## src/rtl/id_ex_pipe.sv

```systemverilog
// ID/EX pipeline register with load-use stall, flush bubble and EX hold.
// Optional ID_EX_PERF_EN adds perf_bubbles / perf_hold event counters.
module id_ex_pipe #(
    parameter int XLEN    = 64,
    parameter int ALUOP_W = 5
) (
    input  logic               clk,
    input  logic               rst,
    input  logic               id_valid,
    input  logic [4:0]         id_rs1,
    input  logic [4:0]         id_rs2,
    input  logic [4:0]         id_rd,
    input  logic [XLEN-1:0]    id_op1,
    input  logic [XLEN-1:0]    id_op2,
    input  logic               id_imm,
    input  logic [ALUOP_W-1:0] id_alu_op,
    input  logic               id_is_load,
    input  logic               id_reg_write,
    input  logic               flush,
    input  logic               ex_hold,
    output logic               id_stall,
`ifdef ID_EX_PERF_EN
    output logic [31:0]        perf_bubbles,
    output logic [31:0]        perf_hold,
`endif
    output logic               ex_valid,
    output logic [4:0]         ex_rs1,
    output logic [4:0]         ex_rs2,
    output logic [4:0]         ex_rd,
    output logic [XLEN-1:0]    ex_op1,
    output logic [XLEN-1:0]    ex_op2,
    output logic               ex_imm,
    output logic               ex_is_load,
    output logic               ex_reg_write,
    output logic [ALUOP_W-1:0] ex_alu_op
);

    typedef struct packed {
        logic               valid;
        logic [4:0]         rs1;
        logic [4:0]         rs2;
        logic [4:0]         rd;
        logic [XLEN-1:0]    op1;
        logic [XLEN-1:0]    op2;
        logic               imm;
        logic               is_load;
        logic               reg_write;
        logic [ALUOP_W-1:0] alu_op;
    } slot_t;

    slot_t r_slot;
    slot_t w_bubble;
    slot_t w_load;
    logic  w_luh;
    logic  w_rs1_hit;
    logic  w_rs2_hit;

    assign w_rs1_hit = (id_rs1 == r_slot.rd);
    assign w_rs2_hit = !id_imm && (id_rs2 == r_slot.rd);
    assign w_luh = r_slot.valid && r_slot.is_load && (r_slot.rd != 5'd0)
                && (w_rs1_hit || w_rs2_hit) && id_valid;

    assign id_stall = !rst && (w_luh || ex_hold);

    // Bubble uses rd=0/imm=1 so the forwarding compares never select it.
    always_comb begin
        w_bubble     = '0;
        w_bubble.imm = 1'b1;
    end

    always_comb begin
        w_load           = '0;
        w_load.valid     = id_valid;
        w_load.rs1       = id_rs1;
        w_load.rs2       = id_rs2;
        w_load.rd        = id_reg_write ? id_rd : 5'd0;
        w_load.op1       = id_op1;
        w_load.op2       = id_op2;
        w_load.imm       = id_imm;
        w_load.is_load   = id_is_load;
        w_load.reg_write = id_reg_write;
        w_load.alu_op    = id_alu_op;
    end

    always_ff @(posedge clk) begin
        if (rst) begin
            r_slot <= '0;
        end else if (!ex_hold) begin
            if (flush || w_luh) begin
                r_slot <= w_bubble;
            end else begin
                r_slot <= w_load;
            end
        end
    end

    assign ex_valid     = r_slot.valid;
    assign ex_rs1       = r_slot.rs1;
    assign ex_rs2       = r_slot.rs2;
    assign ex_rd        = r_slot.rd;
    assign ex_op1       = r_slot.op1;
    assign ex_op2       = r_slot.op2;
    assign ex_imm       = r_slot.imm;
    assign ex_is_load   = r_slot.is_load;
    assign ex_reg_write = r_slot.reg_write;
    assign ex_alu_op    = r_slot.alu_op;

`ifdef ID_EX_PERF_EN
    logic [31:0] r_perf_bubbles;
    logic [31:0] r_perf_hold;

    // Only hazard bubbles count; a flush bubble is a redirect, not a stall.
    always_ff @(posedge clk) begin
        if (rst) begin
            r_perf_bubbles <= '0;
            r_perf_hold    <= '0;
        end else if (ex_hold) begin
            r_perf_hold <= r_perf_hold + 32'd1;
        end else if (w_luh && !flush) begin
            r_perf_bubbles <= r_perf_bubbles + 32'd1;
        end
    end

    assign perf_bubbles = r_perf_bubbles;
    assign perf_hold    = r_perf_hold;
`endif

endmodule
```

## config.mk

```make
export PLATFORM = sky130hd
export DESIGN_NAME = id_ex_pipe
export DESIGN_NICKNAME = d
export VERILOG_FILES = /design/src/rtl/id_ex_pipe.sv
export SDC_FILE = /design/constraint.sdc
export NUM_CORES = 1
export LEC_CHECK = 0
export ABC_AREA = 0
export BUFFER_PORTS_ARGS = -buffer_cell sky130_fd_sc_hd__buf_2
export CAP_MARGIN = 20
export CELL_PAD_IN_SITES_DETAIL_PLACEMENT = 1
export CELL_PAD_IN_SITES_GLOBAL_PLACEMENT = 1
export CORE_AREA = 2 2 151 153
export CTS_CLUSTER_SIZE = 14
export DETAILED_ROUTE_END_ITERATION = 10
export DIE_AREA = 0 0 153 155
export GPL_ROUTABILITY_DRIVEN = 0
export PLACE_DENSITY_LB_ADDON = 0.1
export SLEW_MARGIN = 20
export SYNTH_ARGS = -nofsm -noshare
export SYNTH_HDL_FRONTEND = slang
export SYNTH_SLANG_ARGS = --single-unit
```

## constraint.sdc

```tcl
create_clock -name clk -period 1.8 [get_ports clk]
set_input_delay 0.18 -clock clk [delete_from_list [all_inputs] [get_ports clk]]
set_output_delay 0.18 -clock clk [all_outputs]
set_load 0.005 [all_outputs]
```

# [Word-level counts from Yosys, hierarchy flattened]
# Index checks and enable logic that the tools add are counted.
[word_totals] inputBits=156 word_cells=26 out_inout_bits=153 register_bits=152
[op_classes] n_eq_ne=2 reduce_logical=12 muxes=2
[op_table] operator="$mux 152" count=1
[op_table] operator="$eq 5x5->1" count=2
[op_table] operator="$logic_and 1x1->1" count=6
[op_table] operator="$mux 5" count=1
[op_table] operator="$reduce_bool 5->1" count=1
[op_table] operator="$logic_or 1x1->1" count=3
[op_table] operator="$logic_not 1->1" count=2

# [Depth between registers and ports, before layout]
# Gate-level depths: netlist of run 1.
[depth] depth_word=7 mapped_depth=6 mapped_depth_nobuf=4

# [Worst setup path after synthesis of run 1]
# OpenSTA, ideal clock, no wires.
[synth_timing] path_type="register to output" start="reg r_slot, in the netlist ex_rd[4]" end="out id_stall" path_buffers=2 path_slack_ns=0.031 t_arrival_ns=1.589 stages_incl_launch_ff=7 required_time_ns=1.620 path_cell_list="dfxtp_1 > xnor2_1 > nand4_1 > o32ai_4 > buf_2 > buf_2 > a21o_1"
[synth_between] elab_chain_len=7 word_cells_on_any_way=10 cone_classes="eq/ne (2); reduce/logical (8)"
[synth_lines] item="start: declaration" line="51" rtl="slot_t r_slot;"
[synth_lines] item="start signal: assignment" line="90" rtl="r_slot <= w_bubble;"
[synth_lines] item="start signal: assignment" line="92" rtl="r_slot <= w_load;"
[synth_lines] item="$eq 5x5->1" line="59" rtl="assign w_rs2_hit = !id_imm && (id_rs2 == r_slot.rd);"
[synth_lines] item="$logic_and 1x1->1" line="59"
[synth_lines] item="$logic_or 1x1->1" line="61" rtl="&& (w_rs1_hit || w_rs2_hit) && id_valid;"
[synth_lines] item="$logic_and 1x1->1 (*) (2 in series)" line="61"
[synth_lines] item="$logic_or 1x1->1 (*)" line="63" rtl="assign id_stall = !rst && (w_luh || ex_hold);"
[synth_lines] item="$logic_and 1x1->1 (*)" line="63"
[synth_lines] item="end: declaration" line="21" rtl="output logic id_stall,"
# Mark *: on every way between the ends. The rest lies on a longest branch, timed or not.

# [Worst setup path in the final report of run 1]
[layout_timing] start="reg r_slot, in the netlist ex_rd[2]" end="out id_stall"
# Same word-level chain as after synthesis.

==> flow_summary.ini, run 1 <==
[outcome]
outcome = finished, violations left
violations = negative setup slack

[cells_and_area]
post-route-util_pct = 47.1
nNetsFinal = 1286
layout_commonest_cell = buf_2
final_cell_mix = 307 x buf_2, 150 x dfxtp_1, 147 x nand2_1, 146 x a32oi_1, 105 x dlygate4sd3_1
multiInputGateArea_sq_um = 2930
register_area_sq_um = 3050
drive_above_1_share_pct = 36.0
areaGrowthSynthToFinish_pct = 66.5
nFillCells = 2622

[logic_synthesis]
synth_area_sq_um = 6280
yosys_warnings = 0
synth_top_family_by_area = compound AO/OA/AOI/OAI gates
syn_area_per_cell_sq_um = 8.75
synth-adder-area-share_pct = 0
synth_simple_gate_area_share_pct = 10.4
synth-xor-area-share_pct = 1.39
synth_compound_area_share_pct = 34.0
syn-num-nets = 874
ys_seq_elements = 152
yosysUniqueCellTypes = 27
synthMuxAreaShare_pct = 0
syn_inst = 718
yosysSeqAreaShare_pct = 48.4

[cts]
cts_buffer_depth = 2
cts.sinks = 152
htree_levels = 4
clk_latency_ns = 0.42
cts_buffers = 17
cts_tree = yes
cts_root_buf = clkbuf_16
clk_pin_slew_ns = 0.06

[hold_path]
hold_path_startpoint = id_op2[18]
min_path_type = input pin to flop

[floorplan]
die_h_microns = 155
die-area_sq_um = 23700
die_x_microns = 153
core_region_area_sq_um = 22200
ios = 309
row_count = 55
start_util_pct = 28.3

[sta]
tightest_slew_ns = 0.385
rsz0062_at_grt = yes
skew_ns = 0.0117
finalSetupViolCount = 152
period_needed_ns = 2.03
fmax_mhz = 492
finalHoldViolCount = 0
relSlewSlack_pct = 74.4
drv_slew = 0
setup_ws_ns = -0.232
finalCritPeriodShare_pct = 113
whs_ns = 0.0140

[drt]
routed_wirelength_microns = 25600
vias = 7312
drt_iter0_markers = 351
viasPerCell = 5.11
drc_errors = 0
ant_nets = 0
dr.pass1.iters = 4
detail_route.wl_per_cell_microns = 17.9

[global_route]
grt_util_all_layers_pct = 20.9
overflow = 0
grt_max_degree = 74
antenna_found_initial = 5
grt_pass1_vias = 7506
grt_pass1_wl_microns = 40500

[placed_design]
dp_slack_ns = -0.0695
dpl.hpwl_microns = 16300
numPortBuffers = 308

[setup_path]
cp_cell_sequence = buf_4 > xnor2_2 > nand4_1 > o32ai_4 > buf_6 > a21o_1 > buf_6
crit_path_frequent_cell = buf_6
regToRegStartpoint = ex_rd[2]$_SDFFE_PP0N_
cpMaxStageDelayCell = dfxtp_2
worstPathRequired_ns = 1.62
critPathLaunchType = flop
crit_type = flop to primary output
arrival_ns = 1.85
crit_family = compound AO/OA/AOI/OAI gates
path_max_fanout = 4
end_kind = primary output
cp_num_buf_inv = 3
crit_path_start = ex_rd[2]$_SDFFE_PP0N_
critPathMaxStageDelay_ns = 0.32

[power_and_ir_drop]
pwr-share-comb_pct = 15.2
seqPwrFrac_pct = 42.9
power.net_switching_mw = 2.31
irDropWorstVdd_mv = 0.546
leakage_nw = 4.49
power_mw = 8.72
clockPowerShare_pct = 41.9
p_per_area_nw_per_um2 = 833
internal_power_mw = 6.41
switching_share_pct = 26.5

[flow_run]
maxCapViolations = 0
==> cell usage after synthesis <==
cell type    n  share of area, %
clkbuf_2     3              0.24
nor2_1       1             0.060
a21o_1       1              0.12
a32oi_1    146                20
a221oi_1     1              0.14
a22oi_1      5              0.60
nand3_1      6              0.48
xnor2_1      9               1.3
or3_1        1              0.10
o21a_1       1              0.12
o2111ai_2    1              0.24
o32ai_4      1              0.44
or4_1        1              0.12
o21ai_0    120               9.6
xor2_1       1              0.14
buf_4        8              0.96
inv_1        1             0.060
nand4_1      1              0.10
clkbuf_1    58               3.5
dfxtp_1    152                48
buf_1        4              0.24
buf_2       10              0.80
nor3_1       2              0.16
o21ai_1     31               2.5
nor2b_1      1              0.10
nand2_1    147               8.8
and3_1       5              0.50
==> metrics by stage <==
step | instances | TNS (ns) | instance area [sq um]
2_1_floorplan | 718 | 0 | 6280
3_3_place_gp | 1272 | 0 | 8400
3_5_place_dp | 1272 | -3.43 | 8400
4_1_cts | 1423 | -22.28 | 10400
5_1_grt | 1430 | -33.02 | 10500
6_report | 1430 | -17.85 | 10500
==> power groups by stage <==
stage               combinational (mW)  sequential [mW]  clock (mW)
global route                      1.46             3.77        3.90
floorplan                        0.402             3.83           0
detailed placement                1.10             3.81           0
CTS                               1.31             3.74        3.76
global placement                  1.08             3.80           0
finish                            1.33             3.74        3.65
==> routing by layer <==
layer	wire, microns	track usage, %	share of wire (%)	up-vias
met2	12000	33.9	47	214
met3	1670	6.18	6.5	37
li1	-	-	-	3566
met1	11400	26.7	45	3491
met5	27	0	0.11	-
met4	518	7.10	2.0	4
==> worst paths after layout <==
| check | end | slack [ns] | cells past startpoint |
|---|---|---|---|
| setup reg to reg | ex_rs1[3]$_SDFFE_PP0N_ | -0.19 | 9 |
| hold / removal | ex_op2[18]$_SDFFE_PP0N_ | 0.01 | 3 |
| hold reg to reg | ex_op2[63]$_SDFFE_PP0N_ | 0.46 | 2 |
| setup / recovery | id_stall | -0.23 | 7 |
==> registers in the layout, indices dropped and copies added (netlist names) <==
name,count
ex_valid,1
ex_rs1,5
ex_reg_write,1
ex_imm,1
ex_op1,64
ex_is_load,1
ex_alu_op,5
ex_op2,64
ex_rd,5
ex_rs2,5
==> repair_timing <==
action	4_1_cts	5_1_grt
gates cloned	6	1
hold buffers	105	0
hold endpoints to repair	105	0
pin swaps	4	6
setup buffers	8	5
setup endpoints to repair	142	153
resized for setup	23	40
==> logic make-up after synthesis <==
family | count (synthesis)
AO/OA/AOI/OAI | 307
XOR/XNOR | 10
buffers and inverters | 84
flip-flops | 152
AND/OR/NAND/NOR | 165
==> layout make-up <==
class                           count  area share (%)
Multi-Input combinational cell    482            28.0
Inverter                            1          0.0359
Timing Repair Buffer              476            33.8
Tap cell                          285            3.41
Clock inverter                     12            1.36
Antenna cell                        2          0.0478
Sequential cell                   152            29.1
Clock buffer                       20            4.27
==> worst register-to-register path, stage by stage (launching register included) <==
cell,delay [ns]
dfxtp_2,0.32
or4_4,0.54
o2111ai_4,0.21
buf_4,0.15
buf_6,0.10
buf_12,0.13
buf_12,0.14
buf_12,0.14
a32oi_1,0.10
o21ai_1,0.11
No activity file was read; power rests on OpenSTA's default activity.
==> run 2, diff against run 1 <==
Settings changed: SKIP_LAST_GASP set to 1.
==> run 2 against run 1 <==
  * Register-to-register slack about the same
  * Flip-flop and latch count unchanged
  * Sequential power about the same
  * The run still ends with negative setup slack left
  * Fmax about the same
  * Critical endpoint unchanged
  * Worst setup slack got worse by 0.0018 ns
  * Via count decreased by 0.31%
  * Largest power group unchanged
  * Design area about the same
  * Hold slack got worse by 0.0023 ns
  * Power about the same
==> flow_summary.ini, run 2 (synthesis results as in run 1) <==
[drt]
highest_layer = met5
routedLengthMet1_microns = 11500
viasPerCell = 5.10
dr.pass1.iters = 4
drt_iter0_markers = 395
detail_route.wl_per_cell_microns = 17.9
routed_wirelength_microns = 25600
vias = 7289
dr_wl_met2_microns = 12000
drc_errors = 0
met3_length_microns = 1600
ant_nets = 0

[setup_path]
reg2reg_depth = 8
reg2reg_setup_slack_ns = -0.20
worstPathRequired_ns = 1.62
regToRegStartpoint = ex_rd[2]$_SDFFE_PP0N_
timing.rr.end = ex_op1[27]$_SDFFE_PP0N_
arrival_ns = 1.85
path_max_fanout = 4
end_kind = primary output
crit_type = flop to primary output
critPathLaunchType = flop

[floorplan]
start_util_pct = 28.3
ios = 309
die_h_microns = 155
core_region_area_sq_um = 22200
die_x_microns = 153
row_count = 55
die-area_sq_um = 23700

[power_and_ir_drop]
irDropWorstVdd_mv = 0.553
leakage_nw = 4.51
power_mw = 8.73
p_per_area_nw_per_um2 = 834

[sta]
rsz0062_at_grt = yes
period_needed_ns = 2.03
drv_slew = 0
tightest_slew_ns = 0.383
fmax_mhz = 492
relSlewSlack_pct = 74.5
finalHoldViolCount = 0
finalSetupViolCount = 151
whs_ns = 0.0117
setup_ws_ns = -0.234
skew_ns = 0.0108
finalCritPeriodShare_pct = 113

[placed_design]
place_area_sq_um = 8400
dp_cells = 1272
dp_slack_ns = -0.0695
numPortBuffers = 308
dpl.hpwl_microns = 16300

[hold_path]
min_to = ex_op2[20]$_SDFFE_PP0N_
hold_depth = 3
min_path_type = input pin to flop
hold_path_startpoint = id_op2[20]

[cells_and_area]
layout_commonest_cell = buf_2
drive_above_1_share_pct = 36.0
fin_cells = 1429
nNetsFinal = 1285
multiInputGateArea_sq_um = 2930
register_area_sq_um = 3050
postLayoutCellArea_sq_um = 10500
nFillCells = 2631
final_cell_mix = 307 x buf_2, 150 x dfxtp_1, 147 x nand2_1, 146 x a32oi_1, 104 x dlygate4sd3_1
areaGrowthSynthToFinish_pct = 66.4

[global_route]
grt_util_all_layers_pct = 21.0
grt_max_degree = 74
antenna_found_initial = 5
overflow = 0
grt_pass1_vias = 7547
grt_pass1_wl_microns = 40600

[cts]
clk_latency_ns = 0.43
cts_buffers = 17
cts.sinks = 152
clk_pin_slew_ns = 0.06
cts_buffer_depth = 2
htree_levels = 4
cts_tree = yes
cts_root_buf = clkbuf_16

[outcome]
violations = negative setup slack
outcome = finished, violations left

[flow_run]
maxCapViolations = 0
## run 2: worst max-delay path by stage
| stage | cells after the start | slack [ns] | to | from |
|---|---|---|---|---|
| floorplan | 6 | 0.03 | id_stall | ex_rd[4]$_SDFFE_PP0N_ |
| CTS | 5 | -0.28 | id_stall | ex_rd[3]$_SDFFE_PP0N_ |
| detailed placement | 6 | -0.07 | ex_rs1[3]$_SDFFE_PP0N_ | ex_rd[0]$_SDFFE_PP0N_ |
| finish | 7 | -0.23 | id_stall | ex_rd[2]$_SDFFE_PP0N_ |
| global route | 8 | -0.31 | ex_rs2[1]$_SDFFE_PP0N_ | ex_rd[2]$_SDFFE_PP0N_ |
| global placement | 6 | 0.002 | ex_imm$_SDFFE_PP0N_ | ex_rd[0]$_SDFFE_PP0N_ |
## run 2: layer usage
layer / vias up / GRT usage [%]
li1: 3563 / -
met1: 3484 / 26.7
met2: 199 / 34.1
met3: 39 / 6.24
met4: 4 / 7.10
met5: - / 0
## run 2: final cells by class
type	count	area share [%]
inverters	1	0.0359
repair buffers	475	33.7
diodes	2	0.0479
well taps	285	3.41
clock inverters	12	1.36
flip-flops and latches	152	29.1
clock buffers	20	4.27
multi-input cells	482	28.0
## run 2: worst max-delay path, cell delays in order, from the launching register on
cell,delay [ns]
dfxtp_2,0.32
buf_4,0.15
xnor2_2,0.15
nand4_1,0.16
o32ai_4,0.30
buf_6,0.14
a21o_1,0.12
buf_6,0.10
## run 2: what timing repair did
item                                    4_1_cts  5_1_grt
resized for setup                            15       45
hold buffers                                104        0
endpoints found under the setup margin      142      153
hold endpoints to repair                    104        0
cloned                                        6        1
buffers inserted                              8        4
pin swaps                                     4        6
## run 2: per-stage QoR
step           setup TNS (ns)  util (%)
6_report               -18.99      47.1
3_3_place_gp                0      37.8
4_1_cts                -22.85      46.6
3_5_place_dp            -3.43      37.8
2_1_floorplan               0         -
5_1_grt                -34.25      47.1
## run 2: where the power goes
part           leakage, nW  switching (mW)  internal (mW)
registers             1.25           0.127           3.61
clock network        0.274            1.56           2.10
logic                 2.98           0.637          0.693
total                 4.51            2.32           6.41
==> run 3, diff against run 2 <==
Settings changed: RECOVER_POWER set to 25.
==> run 3 against run 2 <==
  * The run still ends with negative setup slack left
  * Worst setup slack about the same
  * Non-clock buffer count stayed put
  * Sequential share of layout area up 0.11 points
  * Global-route usage stayed put
  * Utilization down 0.17 points
  * Register-to-register slack barely moved
  * Critical path depth unchanged
  * Critical endpoint unchanged
  * Highest routed layer unchanged
==> flow_summary.ini, run 3 (synthesis results as in run 1) <==
[floorplan]
start_util_pct = 28.3
die_x_microns = 153
row_count = 55
die-area_sq_um = 23700
ios = 309
die_h_microns = 155
core_region_area_sq_um = 22200

[setup_path]
crit_type = flop to primary output
critPathMaxStageDelay_ns = 0.32
end_kind = primary output
crit_family = compound AO/OA/AOI/OAI gates
crit_path_frequent_cell = buf_6
cp.depth = 7
regToRegStartpoint = ex_rd[2]$_SDFFE_PP0N_
worstPathRequired_ns = 1.62
crit_path_start = ex_rd[2]$_SDFFE_PP0N_
critPathLaunchType = flop
cp_num_buf_inv = 3
endpoint = id_stall
reg2reg_depth = 8
cp_cell_sequence = buf_4 > xnor2_2 > nand4_1 > o32ai_4 > buf_6 > a21o_1 > buf_6
reg2reg_setup_slack_ns = -0.20
arrival_ns = 1.85
cpMaxStageDelayCell = dfxtp_2
path_max_fanout = 4
timing.rr.end = ex_op1[27]$_SDFFE_PP0N_

[cells_and_area]
nFillCells = 2643
layout_commonest_cell = buf_2
post-route-util_pct = 46.9
postLayoutCellArea_sq_um = 10400
fin_cells = 1429
areaGrowthSynthToFinish_pct = 65.8
drive_above_1_share_pct = 33.3
final_cell_mix = 276 x buf_2, 150 x dfxtp_1, 147 x nand2_1, 146 x a32oi_1, 104 x dlygate4sd3_1
nNetsFinal = 1285

[drt]
dr.pass1.iters = 4
ant_nets = 0
drt_iter0_markers = 394
detail_route.wl_per_cell_microns = 18.0
drc_errors = 0
routed_wirelength_microns = 25700
vias = 7296
viasPerCell = 5.11

[power_and_ir_drop]
seqPwrFrac_pct = 42.9
p_per_area_nw_per_um2 = 836
leakage_nw = 4.39
irDropWorstVdd_mv = 0.553
power.net_switching_mw = 2.32
pwr-share-comb_pct = 15.1
clockPowerShare_pct = 42.0
power_mw = 8.72
internal_power_mw = 6.39
switching_share_pct = 26.6

[cts]
cts_tree = yes
clk_pin_slew_ns = 0.06
cts_buffers = 17
cts_root_buf = clkbuf_16
htree_levels = 4
cts_buffer_depth = 2
cts.sinks = 152
clk_latency_ns = 0.43

[sta]
finalHoldViolCount = 0
period_needed_ns = 2.03
skew_ns = 0.0108
tightest_slew_ns = 0.381
whs_ns = 0.0128
rsz0062_at_grt = yes
finalCritPeriodShare_pct = 113
fin_setup_tns_ns = -18.98
setup_ws_ns = -0.233
drv_slew = 0
fmax_mhz = 492
finalSetupViolCount = 151
relSlewSlack_pct = 74.6

[global_route]
grt_max_degree = 74
grt_pass1_vias = 7547
overflow = 0
antenna_found_initial = 5
grt_pass1_wl_microns = 40600
grt_util_all_layers_pct = 21.0

[placed_design]
dpl.hpwl_microns = 16300
numPortBuffers = 308
dp_slack_ns = -0.0695
dp_cells = 1272
place_area_sq_um = 8400

[flow_run]
maxCapViolations = 0

[outcome]
violations = negative setup slack
outcome = finished, violations left

[hold_path]
min_path_type = input pin to flop
-- run 3: changes by cell type in the layout (fill, tap and decap cells not counted), sizes merged --
cell | before | now
buf | 364 | 333
clkbuf | 21 | 52
-- run 3: metal layers --
layer | track usage [%] | vias up | routed length [microns]
li1 | - | 3561 | -
met1 | 26.7 | 3480 | 11500
met2 | 34.1 | 212 | 11900
met3 | 6.24 | 39 | 1650
met4 | 7.10 | 4 | 531
met5 | 0 | - | 27
-- run 3: power by group through the flow --
stage	Clock, mW	Sequential, mW	Combinational [mW]
2_1_floorplan	0	3.83	0.402
4_1_cts	3.76	3.74	1.31
3_5_place_dp	0	3.81	1.10
6_report	3.66	3.74	1.32
5_1_grt	3.90	3.77	1.45
3_3_place_gp	0	3.80	1.08
-- run 3: worst reg2reg max path, delay by kind of cell (launching register included) --
kind | cells | cell delay, ns
AO/OA/AOI/OAI | 3 | 0.42
AND/OR/NAND/NOR | 1 | 0.54
flip-flops | 1 | 0.32
buffers and inverters | 4 | 0.66
-- run 3: how the worst min path moves through the flow --
stage	startpoint	end	slack (ns)	cells past startpoint
finish	id_op2[20]	ex_op2[20]$_SDFFE_PP0N_	0.01	3
global route	id_op1[42]	ex_op1[42]$_SDFFE_PP0N_	0.004	3
CTS	id_op1[42]	ex_op1[42]$_SDFFE_PP0N_	0.0004	3
detailed placement	id_op1[12]	ex_op1[12]$_SDFFE_PP0N_	0.44	3
global placement	id_op1[56]	ex_op1[56]$_SDFFE_PP0N_	0.43	3
floorplan	id_op1[0]	ex_op1[0]$_SDFFE_PP0N_	0.31	2
-- run 3: area by class of cell --
| type | count | area [sq um] | area share (%) |
|---|---|---|---|
| repair buffers | 475 | 3490 | 33.5 |
| flip-flops and latches | 152 | 3050 | 29.2 |
| multi-input cells | 482 | 2930 | 28.1 |
| clock buffers | 20 | 447 | 4.29 |
| well taps | 285 | 357 | 3.42 |
| clock inverters | 12 | 143 | 1.37 |
| diodes | 2 | 5.00 | 0.0480 |
| inverters | 1 | 3.75 | 0.0360 |
-- run 3: timing repair --
action / CTS / global route
setup endpoints to repair: 142 / 153
pin swaps: 4 / 6
hold endpoints to repair: 104 / 0
resized for setup: 15 / 45
hold buffers: 104 / 0
cloned: 6 / 1
setup buffers: 8 / 4
